==> src/rtl/mem_arbiter.sv <==
// Two-master (IFU/LSU) arbiter and sequencer for a single memory port, one transaction outstanding.
// Optional round-robin arbitration when MEM_ARBITER_RR_EN is defined; fixed LSU-over-IFU otherwise.
module mem_arbiter #(
    parameter int AW      = 32,
    parameter int DW      = 32,
    parameter int TIMEOUT = 255
) (
    input  logic            clk,
    input  logic            rst,
    input  logic            ifu_req_valid,
    output logic            ifu_req_ready,
    input  logic [AW-1:0]   ifu_addr,
    output logic            ifu_resp_valid,
    output logic [DW-1:0]   ifu_rdata,
    input  logic            lsu_req_valid,
    output logic            lsu_req_ready,
    input  logic [AW-1:0]   lsu_addr,
    input  logic            lsu_wen,
    input  logic [DW-1:0]   lsu_wdata,
    input  logic [DW/8-1:0] lsu_wmask,
    output logic            lsu_resp_valid,
    output logic [DW-1:0]   lsu_rdata,
    output logic            resp_err,
    output logic            mem_req_valid,
    input  logic            mem_req_ready,
    output logic [AW-1:0]   mem_addr,
    output logic            mem_wen,
    output logic [DW-1:0]   mem_wdata,
    output logic [DW/8-1:0] mem_wmask,
    input  logic            mem_resp_valid,
    input  logic [DW-1:0]   mem_rdata
);
    localparam int CW = $clog2(TIMEOUT + 1);

    typedef enum logic [1:0] {IDLE, REQ, WAIT} state_e;
    typedef enum logic {GNT_IFU = 1'b0, GNT_LSU = 1'b1} grant_e;

    state_e          state_q, state_d;
    grant_e          grant_q, grant_d;
    logic [CW-1:0]   cnt_q, cnt_d;
    logic            mem_req_valid_q, mem_req_valid_d;
    logic [AW-1:0]   mem_addr_q, mem_addr_d;
    logic            mem_wen_q, mem_wen_d;
    logic [DW-1:0]   mem_wdata_q, mem_wdata_d;
    logic [DW/8-1:0] mem_wmask_q, mem_wmask_d;
    logic            ifu_resp_valid_q, ifu_resp_valid_d;
    logic            lsu_resp_valid_q, lsu_resp_valid_d;
    logic [DW-1:0]   ifu_rdata_q, ifu_rdata_d;
    logic [DW-1:0]   lsu_rdata_q, lsu_rdata_d;
    logic            resp_err_q, resp_err_d;
    logic            lsu_wins;
    logic            in_idle;

    always_comb begin
`ifdef MEM_ARBITER_RR_EN
        // On a tie the master not granted last time wins.
        if (lsu_req_valid && ifu_req_valid) lsu_wins = (grant_q == GNT_IFU);
        else                                lsu_wins = lsu_req_valid;
`else
        lsu_wins = lsu_req_valid;
`endif
    end

    // Ready is gated by rst so that every output reads 0 while reset is held.
    assign in_idle       = rst && (state_q == IDLE);
    assign lsu_req_ready = in_idle && lsu_wins;
    assign ifu_req_ready = in_idle && !lsu_wins && ifu_req_valid;

    always_comb begin
        // NOTE: every signal gets a default first so no path through the case infers a latch.
        state_d          = state_q;
        grant_d          = grant_q;
        cnt_d            = cnt_q;
        mem_req_valid_d  = mem_req_valid_q;
        mem_addr_d       = mem_addr_q;
        mem_wen_d        = mem_wen_q;
        mem_wdata_d      = mem_wdata_q;
        mem_wmask_d      = mem_wmask_q;
        ifu_resp_valid_d = 1'b0;
        lsu_resp_valid_d = 1'b0;
        ifu_rdata_d      = '0;
        lsu_rdata_d      = '0;
        resp_err_d       = 1'b0;
        case (state_q)
            IDLE: begin
                if (lsu_req_ready) begin
                    mem_addr_d      = lsu_addr;
                    mem_wen_d       = lsu_wen;
                    mem_wdata_d     = lsu_wdata;
                    mem_wmask_d     = lsu_wmask;
                    grant_d         = GNT_LSU;
                    mem_req_valid_d = 1'b1;
                    state_d         = REQ;
                end else if (ifu_req_ready) begin
                    mem_addr_d      = ifu_addr;
                    mem_wen_d       = 1'b0;
                    mem_wdata_d     = '0;
                    mem_wmask_d     = '0;
                    grant_d         = GNT_IFU;
                    mem_req_valid_d = 1'b1;
                    state_d         = REQ;
                end
            end
            REQ: begin
                if (mem_req_ready) begin
                    mem_req_valid_d = 1'b0;
                    cnt_d           = '0;
                    state_d         = WAIT;
                end
            end
            WAIT: begin
                // A real response wins over a coincident timeout.
                if (mem_resp_valid || cnt_q >= CW'(TIMEOUT)) begin
                    state_d    = IDLE;
                    resp_err_d = !mem_resp_valid;
                    if (grant_q == GNT_LSU) begin
                        lsu_resp_valid_d = 1'b1;
                        lsu_rdata_d      = (mem_resp_valid && !mem_wen_q) ? mem_rdata : '0;
                    end else begin
                        ifu_resp_valid_d = 1'b1;
                        ifu_rdata_d      = mem_resp_valid ? mem_rdata : '0;
                    end
                end else begin
                    cnt_d = cnt_q + 1'b1;
                end
            end
            default: state_d = IDLE;
        endcase
    end

    // NOTE: state is updated with non-blocking assignments so all flops sample the same pre-edge values.
    always_ff @(posedge clk or negedge rst) begin
        if (!rst) begin
            state_q          <= IDLE;
            grant_q          <= GNT_IFU;
            cnt_q            <= '0;
            mem_req_valid_q  <= 1'b0;
            mem_addr_q       <= '0;
            mem_wen_q        <= 1'b0;
            mem_wdata_q      <= '0;
            mem_wmask_q      <= '0;
            ifu_resp_valid_q <= 1'b0;
            lsu_resp_valid_q <= 1'b0;
            ifu_rdata_q      <= '0;
            lsu_rdata_q      <= '0;
            resp_err_q       <= 1'b0;
        end else begin
            state_q          <= state_d;
            grant_q          <= grant_d;
            cnt_q            <= cnt_d;
            mem_req_valid_q  <= mem_req_valid_d;
            mem_addr_q       <= mem_addr_d;
            mem_wen_q        <= mem_wen_d;
            mem_wdata_q      <= mem_wdata_d;
            mem_wmask_q      <= mem_wmask_d;
            ifu_resp_valid_q <= ifu_resp_valid_d;
            lsu_resp_valid_q <= lsu_resp_valid_d;
            ifu_rdata_q      <= ifu_rdata_d;
            lsu_rdata_q      <= lsu_rdata_d;
            resp_err_q       <= resp_err_d;
        end
    end

    assign mem_req_valid  = mem_req_valid_q;
    assign mem_addr       = mem_addr_q;
    assign mem_wen        = mem_wen_q;
    assign mem_wdata      = mem_wdata_q;
    assign mem_wmask      = mem_wmask_q;
    assign ifu_resp_valid = ifu_resp_valid_q;
    assign lsu_resp_valid = lsu_resp_valid_q;
    assign ifu_rdata      = ifu_rdata_q;
    assign lsu_rdata      = lsu_rdata_q;
    assign resp_err       = resp_err_q;
endmodule

==> config.mk <==
export PLATFORM = sky130hd
export DESIGN_NAME = mem_arbiter
export DESIGN_NICKNAME = d
export VERILOG_FILES = /design/src/rtl/mem_arbiter.sv
export SDC_FILE = /design/constraint.sdc
export NUM_CORES = 1
export LEC_CHECK = 0
export BUFFER_PORTS_ARGS = -buffer_cell sky130_fd_sc_hd__buf_4
export CAP_MARGIN = 20
export CORE_ASPECT_RATIO = 0.7
export CORE_MARGIN = 3
export CORE_UTILIZATION = 49
export CTS_BUF_LIST = sky130_fd_sc_hd__clkbuf_16
export CTS_CLUSTER_DIAMETER = 100
export DETAILED_ROUTE_END_ITERATION = 8
export GPL_TIMING_DRIVEN = 0
export MAX_ROUTING_LAYER = met4
export PLACE_DENSITY_LB_ADDON = 0.15
export SLEW_MARGIN = 15
export SYNTH_ARGS = -nofsm -noshare
export SYNTH_HDL_FRONTEND = slang
export SYNTH_SLANG_ARGS = --single-unit
==> constraint.sdc <==
create_clock -name clk -period 4.2 [get_ports clk]
set_input_delay 0.21 -clock clk [delete_from_list [all_inputs] [get_ports clk]]
set_output_delay 0.21 -clock clk [all_outputs]
set_load 0.02 [all_outputs]
Word-level counts from Yosys, hierarchy flattened

Index checks and enable logic that the tools add are counted.
W data, S select, Z words.

Register bits: 148
Input port bits: 139
Output and inout bits: 139
Word-level logic and storage cells: 75

Add/sub/neg operators: 1
$lt $le $gt $ge: 1
Equality and inequality tests: 6
Multiplexer cells: 37
Reduce and logical (&&, ||, !) cells: 17

Operators by type and width:

| operator              | count |
|---|---|
| $mux W32              | 12 |
| $mux W8               | 2 |
| $pmux W8 S2           | 1 |
| $mux W1               | 14 |
| $reduce_and A3 Y1     | 3 |
| $add A8 B1 Y8 const B | 1 |
| $ge A8 B8 Y1 const B  | 1 |
| $mux W2               | 4 |
| $mux W4               | 2 |
| $ne A2 B2 Y1 const B  | 3 |
| $pmux W2 S3           | 1 |
| $reduce_bool A2 Y1    | 3 |
| $logic_and A1 B1 Y1   | 5 |
| $logic_not A1 Y1      | 3 |
| $ne A3 B3 Y1 const B  | 1 |
| $eq A2 B1 Y1 const B  | 1 |
| $eq A2 B2 Y1 const B  | 1 |
| $logic_not A2 Y1      | 1 |
| $pmux W1 S2           | 1 |
| $reduce_and A2 Y1     | 1 |
| $logic_or A1 B1 Y1    | 1 |

Longest topological paths before layout

Gate-level depths: netlist of run 1.

Depth after elaboration: 7
Depth in mapped cells: 8
Gate-level depth less buffers: 5

Least setup slack after synthesis of run 1

OpenSTA, ideal clock, no wires.

Path type: flip-flop to flip-flop
From: register state_q[0]
To: register mem_wdata_q[23] (netlist: mem_wdata[23])
Arrival: 1.349 ns
Required time: 4.079 ns
Slack: 2.730 ns
Cell stages (with the launch flop): 9
Path buffers: 3
Period minus slack after synthesis: 1.470 ns
Cell sequence: dfrtp_1 nor2_1 nand4b_1 buf_4 inv_2 nor2_4 buf_6 buf_6 a22o_1

Cells in the longest elaborated chain, start to end: 6

RTL lines:

| item                                | line | source |
|---|---|---|
| start: declaration                  | 38   | `state_e state_q, state_d;` |
| start signal: assignment            | 148  | `state_q <= state_d;` |
| $logic_not A2 Y1                    | 65   | `assign in_idle = rst && (state_q == IDLE);` |
| $logic_and A1 B1 Y1                 | 65   |  |
| $logic_and A1 B1 Y1 (2 in series)   | 67   | `assign ifu_req_ready = in_idle && !lsu_wins && ifu_req_valid;` |
| named net ifu_req_ready             | 11   | `output logic ifu_req_ready,` |
| $reduce_bool A2 Y1 (no source line) | -    |  |
| $reduce_and A2 Y1 (no source line)  | -    |  |
| end signal: assignment              | 154  | `mem_wdata_q <= mem_wdata_d;` |
| end: declaration                    | 44   | `logic [DW-1:0] mem_wdata_q, mem_wdata_d;` |

The timed path passes the listed nets, and every way through them passes these cells.
A chain may end at the register's enable or synchronous reset.

Worst setup path after layout of run 1

From: input rst
To: output lsu_req_ready

Cells in the longest elaborated chain, start to end: 2

RTL lines:

| item                | line | source |
|---|---|---|
| start: declaration  | 9    | `input logic rst,` |
| $logic_and A1 B1 Y1 | 65   |  |
| $logic_and A1 B1 Y1 | 66   | `assign lsu_req_ready = in_idle && lsu_wins;` |
| end: declaration    | 16   | `output logic lsu_req_ready,` |

Every way passes these cells.

==> out/metrics.yaml, run 1 <==
status: "finished clean"
vias: 4603
boundaryPins: 278
finalNetCount: 880
cts_resized: 0
first_pass_iters: 4
root_buffer: "clkbuf_16"
cts_tree: "done"
via_per_inst: 5.109
cts_hold_buf: 10
antenna_found_initial: 0
die_x_um: 133.2
path_common_cell: "buf_2"
critPathBufInv: 7
postCtsSetupBuffers: 0
drive_above_1_share_pct: 43.96
synthTopCellsByArea: "dfrtp_1 (67%), and2_1 (7.2%), mux2i_1 (6.1%)"
die-area_um2: 12660
max_slew.worst_pin.slew_ns: 0.5521
period_share_pct: 66.42
cts-htree-levels: 4
syn_to_final_growth_pct: 55.06
clk_path_buf_depth: 2
avgSynthCellArea_um2: 12.97
cts_buffers: 17
synth_nets: 568
criticalPathCategory: "in2out"
core_um2: 10710
worst_setup_path_end_kind: "output pin"
grt_max_degree: 79
drv_cap: 0
worstPathRequired_ns: 3.99
drt_wl_total_mm: 17.19
drtAntennaViolNets: 0
rsz0062_at_grt: "no"
regArea_um2: 3704
n_fill_cell: 644
clock_latency_ns: 0.42
worst_setup_path_start_kind: "primary input"
yosysTopAreaCell: "dfrtp_1"
multi_input_area_um2: 1670
numClockSinks: 148
leakage_nw: 4.701
peakVddDrop_mv: 0.3410
fin_skew_ns: 0.01224
place_hpwl_mm: 12.68
die_h_um: 95.04
synth_top_area_share_pct: 66.74
drc_errors: 0
slew_headroom_pct: 63.20
cpLargestDelayFamily: "buffers and inverters"
clock.fmax_mhz: 358.5
grt_first_pass_wirelength_mm: 25.80
slowest_stage: "dlygate4sd3_1"
grt_overflow: 0
antenna_cells: 0
cp_max_fo: 78
wire_per_inst_um: 19.08
gp_congestion: 0.8737
finalHoldViolations: 0
cp_data_arrival_time_ns: 2.58
synth_area_um2: 5549
start_util_pct: 51.83
yosys_register_bits: 148
grt_usage_pct: 27.53
ys_types: 35
ys_seq_area_share_pct: 66.74
ys.warnings.count: 0
grt_pass1_vias: 4734
fp-row-count: 31
syn_inst: 428
drt-initial-drc-count: 235
p_per_area_nw_per_um2: 630.9
finalSetupTns_ns: 0
max_stage_delay_ns: 0.56
min_path_type: "in2reg"
cp_cell_sequence: "dlygate4sd3_1 > buf_8 > buf_16 > and3_1 > buf_2 > buf_6 > buf_2 > buf_4"
setup-violations-final: 0
slew_viol_final: 0
path_clk_slew_ns: 0.06
port_buffers: 277
hold_ws_ns: 0.009516
layout_min_cycle_time_ns: 2.790
[metrics by stage]
stage	utilization, %	cells	cell area (um^2)	power (W)	setup slack (ns)
2_1_floorplan	-	428	5549	0.002945	2.730
3_3_place_gp	72.99	853	7814	0.003815	1.303
3_5_place_dp	73.32	854	7849	0.003884	1.916
4_1_cts	79.91	896	8554	0.005459	1.331
5_1_grt	80.38	901	8605	0.005670	1.145
6_report	80.38	901	8605	0.005429	1.410
[layer usage]
| layer | share of wire (%) | wire length [um] | GRT usage [%] |
|---|---|---|---|
| met1 | 38 | 6567 | 31.30 |
| met2 | 53 | 9060 | 47.42 |
| met3 | 7.0 | 1201 | 8.597 |
| met4 | 2.1 | 364 | 8.818 |
| met5 | 0 | 0 | - |
[worst paths after layout]
| kind | startpoint | to | slack (ns) | depth (start not counted) |
|---|---|---|---|---|
| setup / recovery | rst | lsu_req_ready | 1.41 | 8 |
| hold / removal | mem_rdata[8] | lsu_rdata[8] | 0.01 | 2 |
| setup reg to reg | state_q[0] | mem_addr[17] | 2.44 | 5 |
| hold reg to reg | mem_req_valid | mem_req_valid | 0.48 | 2 |
| max in group asynchronous | rst | mem_wmask[1] | 3.11 | 3 |
| min in group asynchronous | rst | mem_addr[25] | 0.32 | 2 |
[cells by family (layout without fill, tap and decap cells)]
family                     count (synthesis)  in the layout  synth area share, %
AOI/OAI and AO/OA                         84             84                10.46
xor gates and xnor gates                   1              1               0.1579
adders and majority gates                  1              1               0.2254
buffers and inverters                     28            353                3.157
DFF                                      148            148                66.74
muxes                                     34             34                6.133
and+or+nand+nor                          132            132                13.12
[cells in the final DEF (no fill, tap or decap), types with 2 or more instances in the layout]
| cell type | instances |
|---|---|
| clkinv_4 | 2 |
| dlygate4sd3_1 | 15 |
| buf_2 | 8 |
| and2_1 | 64 |
| inv_6 | 4 |
| and3_1 | 4 |
| nand4_1 | 2 |
| a22o_1 | 37 |
| inv_1 | 3 |
| nand3_1 | 5 |
| a21oi_1 | 4 |
| o21ai_1 | 6 |
| nand2b_1 | 3 |
| clkinvlp_4 | 4 |
| nand2_1 | 40 |
| buf_6 | 6 |
| buf_4 | 280 |
| clkbuf_16 | 17 |
| mux2i_1 | 34 |
| bufinv_16 | 3 |
| clkbuf_1 | 8 |
| dfrtp_1 | 148 |
| nor2_1 | 5 |
| a31oi_1 | 2 |
| o21ai_0 | 31 |
[registers in the layout, indices dropped and copies added (netlist names)]
signal          flops
grant_q             1
mem_addr           32
ifu_resp_valid      1
mem_wdata          32
lsu_rdata          32
cnt_q               8
resp_err            1
state_q             2
mem_req_valid       1
mem_wen             1
lsu_resp_valid      1
mem_wmask           4
ifu_rdata          32
[area by class of cell]
type | count | share of cell area (%)
sequential | 148 | 43.04
timing repair buffer | 293 | 26.32
multi-input combinational | 252 | 19.41
clock buffer | 17 | 4.944
tap | 148 | 2.152
clock inverter | 15 | 2.094
buffer | 26 | 1.949
inverter | 2 | 0.08725
[cells in the mapped netlist]
cell type and count:
a31oi_1 2, o211ai_1 1, and3_1 4, nand2_1 40, nor2_1 5, clkbuf_1 8, nor3_2 1, a22o_1 37
dfrtp_1 148, buf_6 6, nor2_4 1, a21oi_4 1, and2b_1 1, nand4b_1 1, and4_1 1, nand3_1 5
nand3b_1 1, a21o_1 1, or3b_4 1, buf_4 4, inv_2 1, and2_1 64, a21oi_1 4, nor3_1 1
mux2i_1 34, inv_1 1, o21ai_1 6, o21a_1 1, nand2b_1 3, ha_1 1, buf_2 8, nand4_1 2
nor3b_1 1, xor2_1 1, o21ai_0 31
[worst reg2reg max path, stage by stage, from the launching register on]
cell and delay, ns:
dfrtp_1 0.43, nor2_1 0.19, and3_1 0.17, buf_2 0.17, clkbuf_1 0.44, o21ai_0 0.21
[report_power, final]
group          total, W  switching [W]  internal (W)
clock           0.00154       0.000604      0.000939
combinational   0.00185        0.00102      0.000833
sequential      0.00204       0.000234       0.00180
(Power assumes the default switching activity.)
==> run 2, diff against run 1 <==
--- a/config.mk
+++ b/config.mk
@@ -9,7 +9,7 @@
 export CAP_MARGIN = 20
 export CORE_ASPECT_RATIO = 0.7
 export CORE_MARGIN = 3
-export CORE_UTILIZATION = 49
+export CORE_UTILIZATION = 41
 export CTS_BUF_LIST = sky130_fd_sc_hd__clkbuf_16
 export CTS_CLUSTER_DIAMETER = 100
 export DETAILED_ROUTE_END_ITERATION = 8
==> constraint.sdc (replaced) <==
create_clock -name clk -period 2.44 [get_ports clk]
set_input_delay 0.122 -clock clk [delete_from_list [all_inputs] [get_ports clk]]
set_output_delay 0.122 -clock clk [all_outputs]
set_load 0.02 [all_outputs]
==> out/metrics.yaml, run 2 (synthesis gave the netlist of run 1 again) <==
fin_skew_ns: 0.009480
antenna_found_initial: 0
peakVddDrop_mv: 0.5873
start_util_pct: 43.34
root_buffer: "clkbuf_16"
cp_data_arrival_time_ns: 2.53
drt-initial-drc-count: 246
cts-htree-levels: 4
grt_usage_pct: 25.69
postCtsSetupBuffers: 0
cts_hold_buf: 116
grt_max_degree: 110
worst_setup_path_start_kind: "flop"
vias: 5069
finalHoldViolations: 107
reg2reg_from: "state_q[0]"
port_buffers: 277
syn_to_final_growth_pct: 73.35
path_clk_slew_ns: 0.07
leakage_nw: 5.107
worstPathRequired_ns: 2.79
max_slew.worst_pin.slew_ns: 0.5193
wire_per_inst_um: 18.36
cts_resized: 0
clk_path_buf_depth: 2
numClockSinks: 148
p_per_area_nw_per_um2: 979.3
clock_latency_ns: 0.41
timing.final.ws_setup_ns: 0.2560
criticalPathCategory: "reg2reg"
min_path_type: "in2async"
drv_cap: 0
drt_wl_total_mm: 18.99
place_hpwl_mm: 12.24
instances_no_fill: 1034
violations: "hold timing"
die-area_um2: 14990
layout_commonest_cell: "buf_4"
rsz0062_at_grt: "no"
gp_congestion: 0.8714
dp_slack_ns: 0.3481
finalSetupTns_ns: 0
regArea_um2: 3704
drc_errors: 0
setup-violations-final: 0
grt_first_pass_wirelength_mm: 29.15
timing.rr.end: "mem_addr[27]"
core_um2: 12800
drtAntennaViolNets: 0
fp-row-count: 34
hold_ws_ns: -0.2517
n_fill_cell: 808
slew_viol_final: 0
die_x_um: 145.1
first_pass_iters: 5
layout_common_cells: "buf_4 (280), dfrtp_1 (148), dlygate4sd3_1 (114)"
period_share_pct: 89.51
placed_cells: 886
layout_min_cycle_time_ns: 2.184
via_per_inst: 4.902
cp_max_fo: 10
slew_headroom_pct: 65.38
ff2ff_setup_slack_ns: 0.26
status: "complete, but fails checks"
grt_pass1_vias: 5317
multi_input_area_um2: 1670
reg2reg_depth: 8
worst_setup_path_end_kind: "flop"
finalNetCount: 981
grt_overflow: 0
cts_buffers: 17
cts_tree: "done"
drive_above_1_share_pct: 39.11
clock.fmax_mhz: 457.9
boundaryPins: 278
die_h_um: 103.3
antenna_cells: 0
run 2: final cells by class:
class                           instances  share of cell area (%)
Sequential cell                       148                   38.50
Timing Repair Buffer                  394                   34.26
Multi-Input combinational cell        252                   17.36
Clock buffer                           17                   4.422
Tap cell                              180                   2.341
Buffer                                 26                   1.743
Clock inverter                         15                   1.288
Inverter                                2                 0.07804
run 2: how the worst max path moves through the flow:
stage / start / end / slack (ns) / cells after the start
after floorplan: state_q[0] / mem_wdata[23] / 0.97 / 8
after global placement: rst / lsu_req_ready / -0.36 / 6
after detailed placement: rst / lsu_req_ready / 0.35 / 7
after CTS: state_q[0] / mem_addr[26] / 0.30 / 8
after global routing: state_q[0] / mem_addr[27] / 0.14 / 8
final: state_q[0] / mem_addr[27] / 0.26 / 8
run 2: through the flow:
| stage | instance area, um^2 | power, W | util [%] |
|---|---|---|---|
| 2_1_floorplan | 5549 | 0.005069 | - |
| 3_3_place_gp | 7854 | 0.006593 | 61.33 |
| 3_5_place_dp | 7889 | 0.006682 | 61.61 |
| 4_1_cts | 9619 | 0.009404 | 75.12 |
| 5_1_grt | 9619 | 0.009853 | 75.12 |
| 6_report | 9619 | 0.009420 | 75.12 |
run 2: critical path: stages (launching register included):
cell and delay, ns:
dfrtp_1 0.42, nor2_1 0.17, and3_1 0.17, buf_2 0.18, buf_6 0.17, buf_2 0.26, nand2_1 0.09, o21ai_1 0.09
dlygate4sd3_1 0.57
run 2: power breakdown:
part / leakage (nW) / switching [W] / internal, W
registers: 1.96 / 0.000419 / 0.00310
logic: 2.90 / 0.00183 / 0.00165
clock network: 0.256 / 0.00109 / 0.00133
total: 5.11 / 0.00334 / 0.00608
run 2: metal layers:
metal / up-vias / routed length, um / track usage, %
met3: 49 / 1486 / 8.667
li1: 2296 / - / -
met5: - / 0 / -
met1: 2498 / 7449 / 30.61
met4: 0 / 522 / 9.701
met2: 226 / 9526 / 41.46
